<file path="src/rtl/rps_pkg.sv">
// Shared types and constants for the rock/paper/scissors choice capture path.
// Choices are one-hot; NONE is the hidden/unlocked encoding.
package rps_pkg;

    typedef logic [2:0] choice_t;

    localparam choice_t NONE     = 3'b000;
    localparam choice_t ROCK     = 3'b001;
    localparam choice_t PAPER    = 3'b010;
    localparam choice_t SCISSORS = 3'b100;

    typedef enum logic {
        WAIT   = 1'b0,
        REVEAL = 1'b1
    } phase_t;

    // True only when exactly one button strobed this cycle.
    function automatic logic is_single(input choice_t c);
        return (c == ROCK) || (c == PAPER) || (c == SCISSORS);
    endfunction

endpackage

</file>
<file path="src/rtl/rps_player_latch.sv">
// One player's buttons: 2-flop sync, debounce, press-edge detect and a
// write-once lock of the first single-button press, cleared by round clear.
module rps_player_latch
    import rps_pkg::*;
#(
    parameter int DEBOUNCE_CYCLES = 10400,
    parameter int CNT_W           = 14
) (
    input  logic       clk,
    input  logic       reset,
    input  logic [2:0] btn,
    input  logic       clr,
    output logic       locked,
    output logic [2:0] code
);

    localparam logic [CNT_W-1:0] CNT_MAX = CNT_W'(DEBOUNCE_CYCLES - 1);

    logic [2:0] strobe;
    logic       locked_reg;
    choice_t    code_reg;

    genvar gi;
    generate
        for (gi = 0; gi < 3; gi++) begin : g_chan
            logic             sync1_reg;
            logic             sync2_reg;
            logic             deb_reg;
            logic             deb_prev_reg;
            logic [CNT_W-1:0] cnt_reg;

            always_ff @(posedge clk or posedge reset) begin
                if (reset) begin
                    sync1_reg    <= 1'b0;
                    sync2_reg    <= 1'b0;
                    deb_reg      <= 1'b0;
                    deb_prev_reg <= 1'b0;
                    cnt_reg      <= '0;
                end else begin
                    sync1_reg    <= btn[gi];
                    sync2_reg    <= sync1_reg;
                    deb_prev_reg <= deb_reg;
                    // Any return to the debounced level restarts the stability window.
                    if (sync2_reg == deb_reg) begin
                        cnt_reg <= '0;
                    end else if (cnt_reg == CNT_MAX) begin
                        deb_reg <= sync2_reg;
                        cnt_reg <= '0;
                    end else begin
                        cnt_reg <= cnt_reg + 1'b1;
                    end
                end
            end

            assign strobe[gi] = deb_reg & ~deb_prev_reg;
        end
    endgenerate

    // Clear has priority so a press coinciding with it is dropped.
    always_ff @(posedge clk or posedge reset) begin
        if (reset) begin
            locked_reg <= 1'b0;
            code_reg   <= NONE;
        end else if (clr) begin
            locked_reg <= 1'b0;
            code_reg   <= NONE;
        end else if (!locked_reg && is_single(strobe)) begin
            locked_reg <= 1'b1;
            code_reg   <= strobe;
        end
    end

    assign locked = locked_reg;
    assign code   = code_reg;

endmodule

</file>
<file path="src/rtl/rps_choice_capture.sv">
// Captures both players' choices and keeps them hidden until both have
// locked, then presents the one-hot codes until the round is cleared.
module rps_choice_capture
    import rps_pkg::*;
#(
    parameter int DEBOUNCE_CYCLES = 10400,
    parameter int CNT_W           = 14
) (
    input  logic       clk_i,
    input  logic       reset,
    input  logic [2:0] btn_p1_i,
    input  logic [2:0] btn_p2_i,
    input  logic       round_clr_i,
    output logic [2:0] p1,
    output logic [2:0] p2,
    output logic       p1_locked,
    output logic       p2_locked,
    output logic       reveal
);

    logic    lock1, lock2;
    choice_t code1, code2;
    phase_t  state_reg, state_next;
    choice_t p1_reg, p1_next;
    choice_t p2_reg, p2_next;
    logic    reveal_reg, reveal_next;

    rps_player_latch #(
        .DEBOUNCE_CYCLES(DEBOUNCE_CYCLES),
        .CNT_W          (CNT_W)
    ) u_p1 (
        .clk   (clk_i),
        .reset (reset),
        .btn   (btn_p1_i),
        .clr   (round_clr_i),
        .locked(lock1),
        .code  (code1)
    );

    rps_player_latch #(
        .DEBOUNCE_CYCLES(DEBOUNCE_CYCLES),
        .CNT_W          (CNT_W)
    ) u_p2 (
        .clk   (clk_i),
        .reset (reset),
        .btn   (btn_p2_i),
        .clr   (round_clr_i),
        .locked(lock2),
        .code  (code2)
    );

    // Outputs are decoded from the next state so they change with reveal.
    always_comb begin
        state_next  = state_reg;
        p1_next     = NONE;
        p2_next     = NONE;
        reveal_next = 1'b0;
        case (state_reg)
            WAIT:    if (lock1 && lock2) state_next = REVEAL;
            REVEAL:  state_next = REVEAL;
            default: state_next = WAIT;
        endcase
        if (round_clr_i) state_next = WAIT;
        if (state_next == REVEAL) begin
            p1_next     = code1;
            p2_next     = code2;
            reveal_next = 1'b1;
        end
    end

    always_ff @(posedge clk_i or posedge reset) begin
        if (reset) begin
            state_reg  <= WAIT;
            p1_reg     <= NONE;
            p2_reg     <= NONE;
            reveal_reg <= 1'b0;
        end else begin
            state_reg  <= state_next;
            p1_reg     <= p1_next;
            p2_reg     <= p2_next;
            reveal_reg <= reveal_next;
        end
    end

    assign p1        = p1_reg;
    assign p2        = p2_reg;
    assign p1_locked = lock1;
    assign p2_locked = lock2;
    assign reveal    = reveal_reg;

endmodule

</file>
<file path="config.mk">
export PLATFORM = sky130hd
export DESIGN_NAME = rps_choice_capture
export DESIGN_NICKNAME = d
export VERILOG_FILES = /design/src/rtl/rps_pkg.sv /design/src/rtl/rps_player_latch.sv /design/src/rtl/rps_choice_capture.sv
export SDC_FILE = /design/constraint.sdc
export NUM_CORES = 1
export LEC_CHECK = 0
export ABC_AREA = 1
export CORE_MARGIN = 5
export CORE_UTILIZATION = 35
export DETAILED_ROUTE_END_ITERATION = 12
export PLACE_DENSITY_LB_ADDON = 0.3
export RECOVER_POWER = 25
export SYNTH_ARGS = -nofsm -noshare
export SYNTH_HDL_FRONTEND = slang
export SYNTH_SLANG_ARGS = --single-unit
</file>
<file path="constraint.sdc">
create_clock -name clk_i -period 6.2 [get_ports clk_i]
set_clock_uncertainty 0.1 [all_clocks]
set_input_delay 1.24 -clock clk_i [delete_from_list [all_inputs] [get_ports clk_i]]
set_output_delay 1.24 -clock clk_i [all_outputs]
set_load 0.01 [all_outputs]
</file>
==> results.sh, run 1 <==
export IMPL_status="complete, no violations"
export IMPL_synthSimpleGateAreaFrac_pct=32.7
export IMPL_tightest_slew_ps=1300
export IMPL_die_area_um2=20100
export IMPL_arrival_ps=3250
export IMPL_crit_path_end_kind="asynchronous set/reset pin"
export IMPL_hold_path_class="flip-flop to flip-flop"
export IMPL_dr_pass1_iters=4
export IMPL_final_antenna_net_count=0
export IMPL_finalCriticalPeriod_ps=2870
export IMPL_swShare_pct=22.0
export IMPL_synthCells=760
export IMPL_vias_per_cell=4.53
export IMPL_slew_headroom_pct=13.1
export IMPL_placed_area_um2=6540
export IMPL_rr_worst_depth=8
export IMPL_path_clk_slew_ps=50
export IMPL_drt_iter0_markers=280
export IMPL_grt_pass1_vias=4539
export IMPL_gp_congestion=0.831
export IMPL_cp_data_required_time_ps=6590
export IMPL_cts_setup_buffers=0
export IMPL_place_hpwl_mm=8.31
export IMPL_fin_area_um2=7080
export IMPL_vias=4687
export IMPL_grt_total_usage_pct=12.6
export IMPL_dieHeight_um=142
export IMPL_period_share_pct=46.2
export IMPL_grt_overflow_total=0
export IMPL_min_delay_start="u_p2.g_chan[2].sync1_reg"
export IMPL_netlist_top_cells_count="nand2_1 (161), nor2_1 (159), dfrtp_1 (123)"
export IMPL_worst_hold_slack_ps=247
export IMPL_slew_violations=0
export IMPL_peakVddDrop_mv=0.194
export IMPL_avgSynthCellArea_um2=8.00
export IMPL_ys_flop_type="dfrtp_1"
export IMPL_synth_area_top_cells="dfrtp_1 (51%), nand2_1 (9.9%), nor2_1 (9.8%), inv_1 (5.9%), nand3_1 (4.5%)"
export IMPL_rows=48
export IMPL_seq_power_share_pct=44.9
export IMPL_rrSetupSlack_ps=4410
export IMPL_p_sw_uw=408
export IMPL_cts_buffers=17
export IMPL_initial_core_util_pct=35.4
export IMPL_synth_nets=781
export IMPL_htreeDepth=4
export IMPL_synth_seq_area_share_pct=50.6
export IMPL_p_total_mw=1.85
export IMPL_grt_max_degree=52
export IMPL_synth_top_family_by_area="simple AND/OR/NAND/NOR gates"
export IMPL_p_leak_nw=3.17
export IMPL_io_pins=18
export IMPL_worstSetupPathType="primary input to asynchronous set/reset pin"
export IMPL_intPower_mw=1.45
export IMPL_pwr_share_clk_pct=52.0
export IMPL_crit_fanout=51
export IMPL_maxCapViolations=0
export IMPL_cts_sinks=123
export IMPL_synth_seq_cells=123
export IMPL_setup_tns_ps=0
export IMPL_hold_depth=0
export IMPL_synth_xor_area_share_pct=4.32
export IMPL_drive_gt1_share_pct=7.90
export IMPL_cts_resized=0
export IMPL_clockBufferDepth=2
export IMPL_final_util_pct=41.2
export IMPL_n_antenna_cell=0
export IMPL_synth_area_mux_share_pct=0
export IMPL_max_freq_mhz=349
export IMPL_antenna_found_initial=0
export IMPL_yosys_warnings=0
export IMPL_die_x_um=142
export IMPL_cts_hold_buf=0
export IMPL_power_density_nw_per_um2=262
export IMPL_syn_area_um2=6080
export IMPL_synth_top_area_share_pct=50.6
export IMPL_synth_compound_area_share_pct=3.09
export IMPL_start_kind="primary input"
export IMPL_synthArstFlopShare_pct=100
export IMPL_r2r_end="u_p1.g_chan[2].cnt_reg[12]"
export IMPL_yosysMostFrequentCell="nand2_1"
export IMPL_cts_root_buf="clkbuf_16"
export IMPL_crit_start="reset"
export IMPL_tritoncts="done"
export IMPL_wirelength_mm=11.6
export IMPL_comb_power_share_pct=3.1
export IMPL_hold_viol=0
export IMPL_n_fill_cell=1771
export IMPL_synthAdderAreaFrac_pct=2.47
export IMPL_ys_types=32
export IMPL_fin_nets=818
export IMPL_setup_violations=0
export IMPL_hold_path_endpoint="u_p2.g_chan[2].sync2_reg"
export IMPL_area_delta_synth_final_pct=16.5
export IMPL_grt_pass1_wl_mm=20.8
export IMPL_core_area_um2=17200
export IMPL_io_buffers=17
export IMPL_synth_area_leader_cell="dfrtp_1"
export IMPL_rr_startpoint="u_p1.g_chan[2].cnt_reg[0]"
export IMPL_drc=0
export IMPL_rsz0062_at_grt="no"
export IMPL_synth_edff_count=0
export IMPL_insertion_delay_ps=410
export IMPL_wl_per_cell_um=11.2
==> critical path: stages <==
cell           delay (ps)
dlygate4sd3_1         540
clkinvlp_2            770
buf_4                 670
==> layout make-up <==
class | count | area, µm² | area share (%)
flip-flops and latches | 123 | 3080 | 43.4
clock buffers | 21 | 460 | 6.50
repair buffers | 19 | 185 | 2.61
well taps | 225 | 282 | 3.97
clock inverters | 11 | 119 | 1.68
multi-input cells | 527 | 2550 | 36.0
inverters | 109 | 410 | 5.79
==> through the flow <==
step	setup slack, ps	instances
final	3330	1035
after global routing	2880	1035
after CTS	3390	1035
after detailed placement	3440	1003
after global placement	3470	1003
after floorplan	1590	760
==> power by group through the flow <==
stage                     Combinational, mW  Sequential [mW]  Clock [mW]
after floorplan                      0.0420            0.843           0
after global placement               0.0600            0.846           0
after detailed placement             0.0610            0.847           0
after CTS                            0.0612            0.833       0.990
after global routing                 0.0685            0.835        1.03
final                                0.0570            0.833       0.963
==> worst max path at each step <==
stage | to | slack (ps) | depth (start not counted)
global route | u_p2.g_chan[1].cnt_reg[9] | 2880 | 3
CTS | p2_locked | 3390 | 1
finish | u_p2.g_chan[1].cnt_reg[2] | 3330 | 3
global placement | u_p2.g_chan[1].cnt_reg[12] | 3470 | 3
floorplan | p1[0] | 1590 | 1
detailed placement | u_p2.g_chan[1].cnt_reg[2] | 3440 | 3
==> logic make-up after synthesis <==
group	after synthesis
fa+ha+maj	12
compound gates	34
xor+xnor	30
buf+inv	110
simple gates	451
flops	123
==> layout by cell type (no fill, tap or decap), types with 10 or more instances in the layout <==
cell type / instances
inv_2: 12
inv_1: 95
clkbuf_16: 17
nand3_1: 55
nand4_1: 15
ha_1: 12
clkdlybuf4s50_1: 10
a21oi_1: 17
dfrtp_1: 123
xnor2_1: 14
nor2_1: 170
nor3_1: 21
xor2_1: 16
nand2_1: 161
==> metal layers <==
metal	wire, µm	track usage, %	up-vias
li1	-	-	2457
met1	5910	17.0	2161
met2	5090	19.1	55
met3	353	3.44	14
met4	210	5.10	0
met5	0	0	-
No activity file was read; power rests on OpenSTA's default activity.
==> run 2: changes to the inputs <==
==> constraint.sdc (replaced) <==
create_clock -name clk_i -period 2.55 [get_ports clk_i]
set_clock_uncertainty 0.1 [all_clocks]
set_input_delay 0.51 -clock clk_i [delete_from_list [all_inputs] [get_ports clk_i]]
set_output_delay 0.51 -clock clk_i [all_outputs]
set_load 0.01 [all_outputs]
==> run 2 against run 1 <==
Against the previous run: global-route usage about the same; die area unchanged; flip-flop and latch count unchanged; first-iteration DRC count fell by 31%; largest cell class unchanged.
==> results.sh, run 2 (synthesis results as in run 1) <==
export IMPL_status="complete, no violations"
export IMPL_grt_total_usage_pct=12.6
export IMPL_start_kind="flip-flop"
export IMPL_mostFrequentLayoutCells="nand2_1 (161), nor2_1 (159), dfrtp_1 (123), inv_1 (94), nand3_1 (55)"
export IMPL_hold_viol=0
export IMPL_io_buffers=17
export IMPL_drt_iter0_markers=194
export IMPL_cp_data_required_time_ps=1940
export IMPL_finalCriticalPeriod_ps=1980
export IMPL_tightest_slew_ps=1260
export IMPL_final_common_cell="nand2_1"
export IMPL_slew_headroom_pct=16.3
export IMPL_crit_fanout=4
export IMPL_hold_path_class="flip-flop to flip-flop"
export IMPL_final_antenna_net_count=0
export IMPL_drive_gt1_share_pct=9.27
export IMPL_initial_core_util_pct=35.4
export IMPL_wirelength_mm=11.6
export IMPL_die_area_um2=20100
export IMPL_grt_max_degree=72
export IMPL_final_cells=1034
export IMPL_power_density_nw_per_um2=625
export IMPL_cp_cell_sequence="clkdlybuf4s50_1"
export IMPL_gp_congestion=0.854
export IMPL_maxCapViolations=0
export IMPL_p_leak_nw=3.18
export IMPL_crit_path_end_kind="output pin"
export IMPL_grt_overflow_total=0
export IMPL_dieHeight_um=142
export IMPL_rows=48
export IMPL_fin_nets=818
export IMPL_tritoncts="done"
export IMPL_place_hpwl_mm=8.38
export IMPL_cts_resized=0
export IMPL_n_antenna_cell=0
export IMPL_wl_per_cell_um=11.2
export IMPL_cp_num_buf_inv=1
export IMPL_cts_buffers=17
export IMPL_insertion_delay_ps=410
export IMPL_path_delay_family="buffers and inverters"
export IMPL_p_total_mw=4.46
export IMPL_clockBufferDepth=2
export IMPL_period_share_pct=77.7
export IMPL_drc=0
export IMPL_cts_root_buf="clkbuf_16"
export IMPL_io_pins=18
export IMPL_antenna_found_initial=0
export IMPL_cts_hold_buf=0
export IMPL_core_area_um2=17200
export IMPL_dp_cells=1003
export IMPL_area_delta_synth_final_pct=17.2
export IMPL_cp_slowest_stage_delay_ps=560
export IMPL_dr_pass1_iters=4
export IMPL_htreeDepth=4
export IMPL_grt_pass1_vias=4496
export IMPL_cts_sinks=123
export IMPL_cts_setup_buffers=0
export IMPL_rsz0062_at_grt="no"
export IMPL_vias=4696
export IMPL_max_freq_mhz=504
export IMPL_path_clk_slew_ps=50
export IMPL_vias_per_cell=4.54
export IMPL_worstSetupPathType="flip-flop to output pin"
export IMPL_grt_pass1_wl_mm=20.6
export IMPL_peakVddDrop_mv=0.531
export IMPL_die_x_um=142
export IMPL_setup_violations=0
export IMPL_arrival_ps=1370
export IMPL_slowest_stage="clkdlybuf4s50_1"
export IMPL_setup_tns_ps=0
export IMPL_slew_violations=0
## run 2: changes by cell type in the layout (fill, tap and decap cells not counted), sizes merged
cell,delta
clkbuf,+5
clkinvlp,-2
buf,-1
bufinv,-1
clkdlybuf4s50,+1
clkinv,-1
dlygate4sd3,-1
inv,-1
## run 2: final timing paths
kind                                                 from                         end  slack [ps]  cells past startpoint
worst max-delay path                          u_p2.locked                   p2_locked         570                      1
max in group asynchronous                           reset  u_p1.g_chan[0].cnt_reg[12]         740                      3
min in group asynchronous                           reset   u_p2.g_chan[2].cnt_reg[9]         450                      3
worst max register to register  u_p2.g_chan[0].cnt_reg[0]   u_p2.g_chan[0].cnt_reg[7]         930                      8
worst min register to register   u_p2.g_chan[1].sync1_reg    u_p2.g_chan[1].sync2_reg         240                      0
worst min-delay path             u_p2.g_chan[1].sync1_reg    u_p2.g_chan[1].sync2_reg         240                      0
## run 2: routing by layer
layer,share of wire (%),track usage (%)
met5,0,0
met4,1.1,3.99
met3,3.0,3.44
met2,46,20.0
met1,50,16.7
## run 2: power by group
group	total (mW)	leakage, nW	switching [mW]	internal (mW)
logic	0.142	1.23	0.0949	0.0467
registers	2.02	1.68	0.0374	1.99
clock network	2.29	0.281	0.807	1.48
total	4.46	3.18	0.939	3.52
## run 2: final cells by class
type,count,area (µm²)
clock buffer,25,515
fill,1778,10000
tap,225,282
inverter,109,410
clock inverter,6,60.1
sequential,123,3080
multi-input combinational,527,2590
timing repair buffer,19,195
## run 2: metrics by stage
stage,util [%],setup WS [ps],instance area [µm²],hold slack [ps]
2_1_floorplan,-,429,6080,231
3_3_place_gp,38.3,859,6570,232
3_5_place_dp,38.3,845,6570,236
4_1_cts,41.6,526,7150,248
5_1_grt,41.5,329,7130,253
6_report,41.5,568,7130,244
==> run 3: changes to the inputs <==
==> constraint.sdc (replaced) <==
create_clock -name clk_i -period 1.65 [get_ports clk_i]
set_clock_uncertainty 0.1 [all_clocks]
set_input_delay 0.33 -clock clk_i [delete_from_list [all_inputs] [get_ports clk_i]]
set_output_delay 0.33 -clock clk_i [all_outputs]
set_load 0.01 [all_outputs]
==> run 3 against run 2 <==
Against the previous run: critical path depth unchanged; non-clock buffer count up 17; sequential power up 54%; highest routed layer unchanged.
==> results.sh, run 3 (synthesis results as in run 1) <==
export IMPL_arrival_ps=1130
export IMPL_path_clk_slew_ps=50
export IMPL_cts_buffers=17
export IMPL_core_area_um2=17200
export IMPL_cts_root_buf="clkbuf_16"
export IMPL_cp_slowest_stage_delay_ps=420
export IMPL_drive_gt1_share_pct=11.4
export IMPL_rr_startpoint="u_p2.g_chan[2].cnt_reg[1]"
export IMPL_hold_path_class="flip-flop to flip-flop"
export IMPL_insertion_delay_ps=410
export IMPL_grt_pass1_vias=4732
export IMPL_p_leak_nw=3.35
export IMPL_path_delay_family="flip-flops"
export IMPL_rows=48
export IMPL_clockBufferDepth=2
export IMPL_wl_per_cell_um=11.1
export IMPL_cp_data_required_time_ps=1220
export IMPL_place_hpwl_mm=8.60
export IMPL_wirelength_mm=11.6
export IMPL_cp_num_buf_inv=1
export IMPL_power_density_nw_per_um2=975
export IMPL_worstSetupPathType="flip-flop to output pin"
export IMPL_grt_max_degree=36
export IMPL_start_kind="flip-flop"
export IMPL_tritoncts="done"
export IMPL_dr_pass1_iters=4
export IMPL_final_common_cell="nand2_1"
export IMPL_slowest_stage="dfrtp_1"
export IMPL_drc=0
export IMPL_cp_cell_sequence="dlygate4sd2_1"
export IMPL_rr_worst_depth=8
export IMPL_die_x_um=142
export IMPL_fin_area_um2=7310
export IMPL_cts_hold_buf=0
export IMPL_crit_path_end_kind="output pin"
export IMPL_tightest_slew_ps=780
export IMPL_dieHeight_um=142
export IMPL_max_freq_mhz=640
export IMPL_cts_sinks=123
export IMPL_io_pins=18
export IMPL_antenna_found_initial=0
export IMPL_grt_total_usage_pct=12.9
export IMPL_finalCriticalPeriod_ps=1560
export IMPL_n_antenna_cell=0
export IMPL_grt_pass1_wl_mm=21.2
export IMPL_placed_area_um2=6740
export IMPL_drt_iter0_markers=274
export IMPL_hold_depth=0
export IMPL_dpl_worst_slack_ps=123
export IMPL_vias=4733
export IMPL_slew_headroom_pct=48.0
export IMPL_grt_overflow_total=0
export IMPL_mostFrequentLayoutCells="nand2_1 (161), nor2_1 (158), dfrtp_1 (122), inv_1 (94), nand3_1 (55)"
export IMPL_fin_nets=835
export IMPL_timing_final_ws_setup_ps=87.0
export IMPL_vias_per_cell=4.50
export IMPL_setup_tns_ps=0
export IMPL_maxCapViolations=0
export IMPL_status="complete, no violations"
export IMPL_r2r_end="u_p2.g_chan[2].cnt_reg[7]"
export IMPL_final_antenna_net_count=0
export IMPL_p_total_mw=7.13
export IMPL_initial_core_util_pct=35.4
export IMPL_final_util_pct=42.6
export IMPL_setup_violations=0
export IMPL_min_delay_start="u_p2.g_chan[1].sync1_reg"
export IMPL_hold_viol=0
export IMPL_crit_fanout=4
export IMPL_peakVddDrop_mv=0.663
export IMPL_slew_violations=0
export IMPL_area_delta_synth_final_pct=20.3
export IMPL_htreeDepth=4
export IMPL_hold_path_endpoint="u_p2.g_chan[1].sync2_reg"
export IMPL_io_buffers=17
export IMPL_rsz0062_at_grt="no"
export IMPL_rrSetupSlack_ps=150
export IMPL_gp_congestion=0.881
export IMPL_die_area_um2=20100
export IMPL_period_share_pct=94.7
[run 3: area by class of cell]
class,count,area [µm²]
sequential,123,3080
inverter,109,410
fill,1712,9860
timing repair buffer,36,349
multi-input combinational,527,2590
clock buffer,24,482
tap,225,282
clock inverter,8,115
[run 3: worst max path at each step]
| stage | start | to | depth (start not counted) |
|---|---|---|---|
| 2_1_floorplan | reset | p1[0] | 1 |
| 3_3_place_gp | round_clr_i | u_p1.code[0] | 4 |
| 3_5_place_dp | round_clr_i | u_p1.code[1] | 4 |
| 4_1_cts | p2[1] | p2[1] | 1 |
| 5_1_grt | u_p2.g_chan[1].cnt_reg[1] | u_p2.g_chan[1].cnt_reg[4] | 8 |
| 6_report | u_p2.locked | p2_locked | 1 |
[run 3: routing by layer]
metal / GRT usage [%] / up-vias / share of wire, %
li1: - / 2487 / -
met1: 16.7 / 2172 / 49
met2: 20.4 / 58 / 46
met3: 3.34 / 16 / 3.1
met4: 5.61 / 0 / 1.9
met5: 0 / - / 0
[run 3: where the power goes]
group	leakage, nW	switching, mW	total [mW]	internal [mW]
combinational	1.37	0.166	0.277	0.111
clock	0.298	1.25	3.73	2.48
sequential	1.67	0.0479	3.12	3.07
total	3.35	1.47	7.13	5.66
[run 3: per-stage QoR]
| step | hold slack, ps | cells |
|---|---|---|
| after floorplan | 231 | 760 |
| after global placement | 232 | 1020 |
| after detailed placement | 243 | 1020 |
| after CTS | 217 | 1052 |
| after global routing | 267 | 1052 |
| final | 256 | 1052 |
[run 3: timing repair]
item | 4_1_cts | 5_1_grt
gates resized for setup | 9 | 4
setup endpoints to repair | 9 | 14
pin swaps | 0 | 1
buffers inserted | 0 | 0
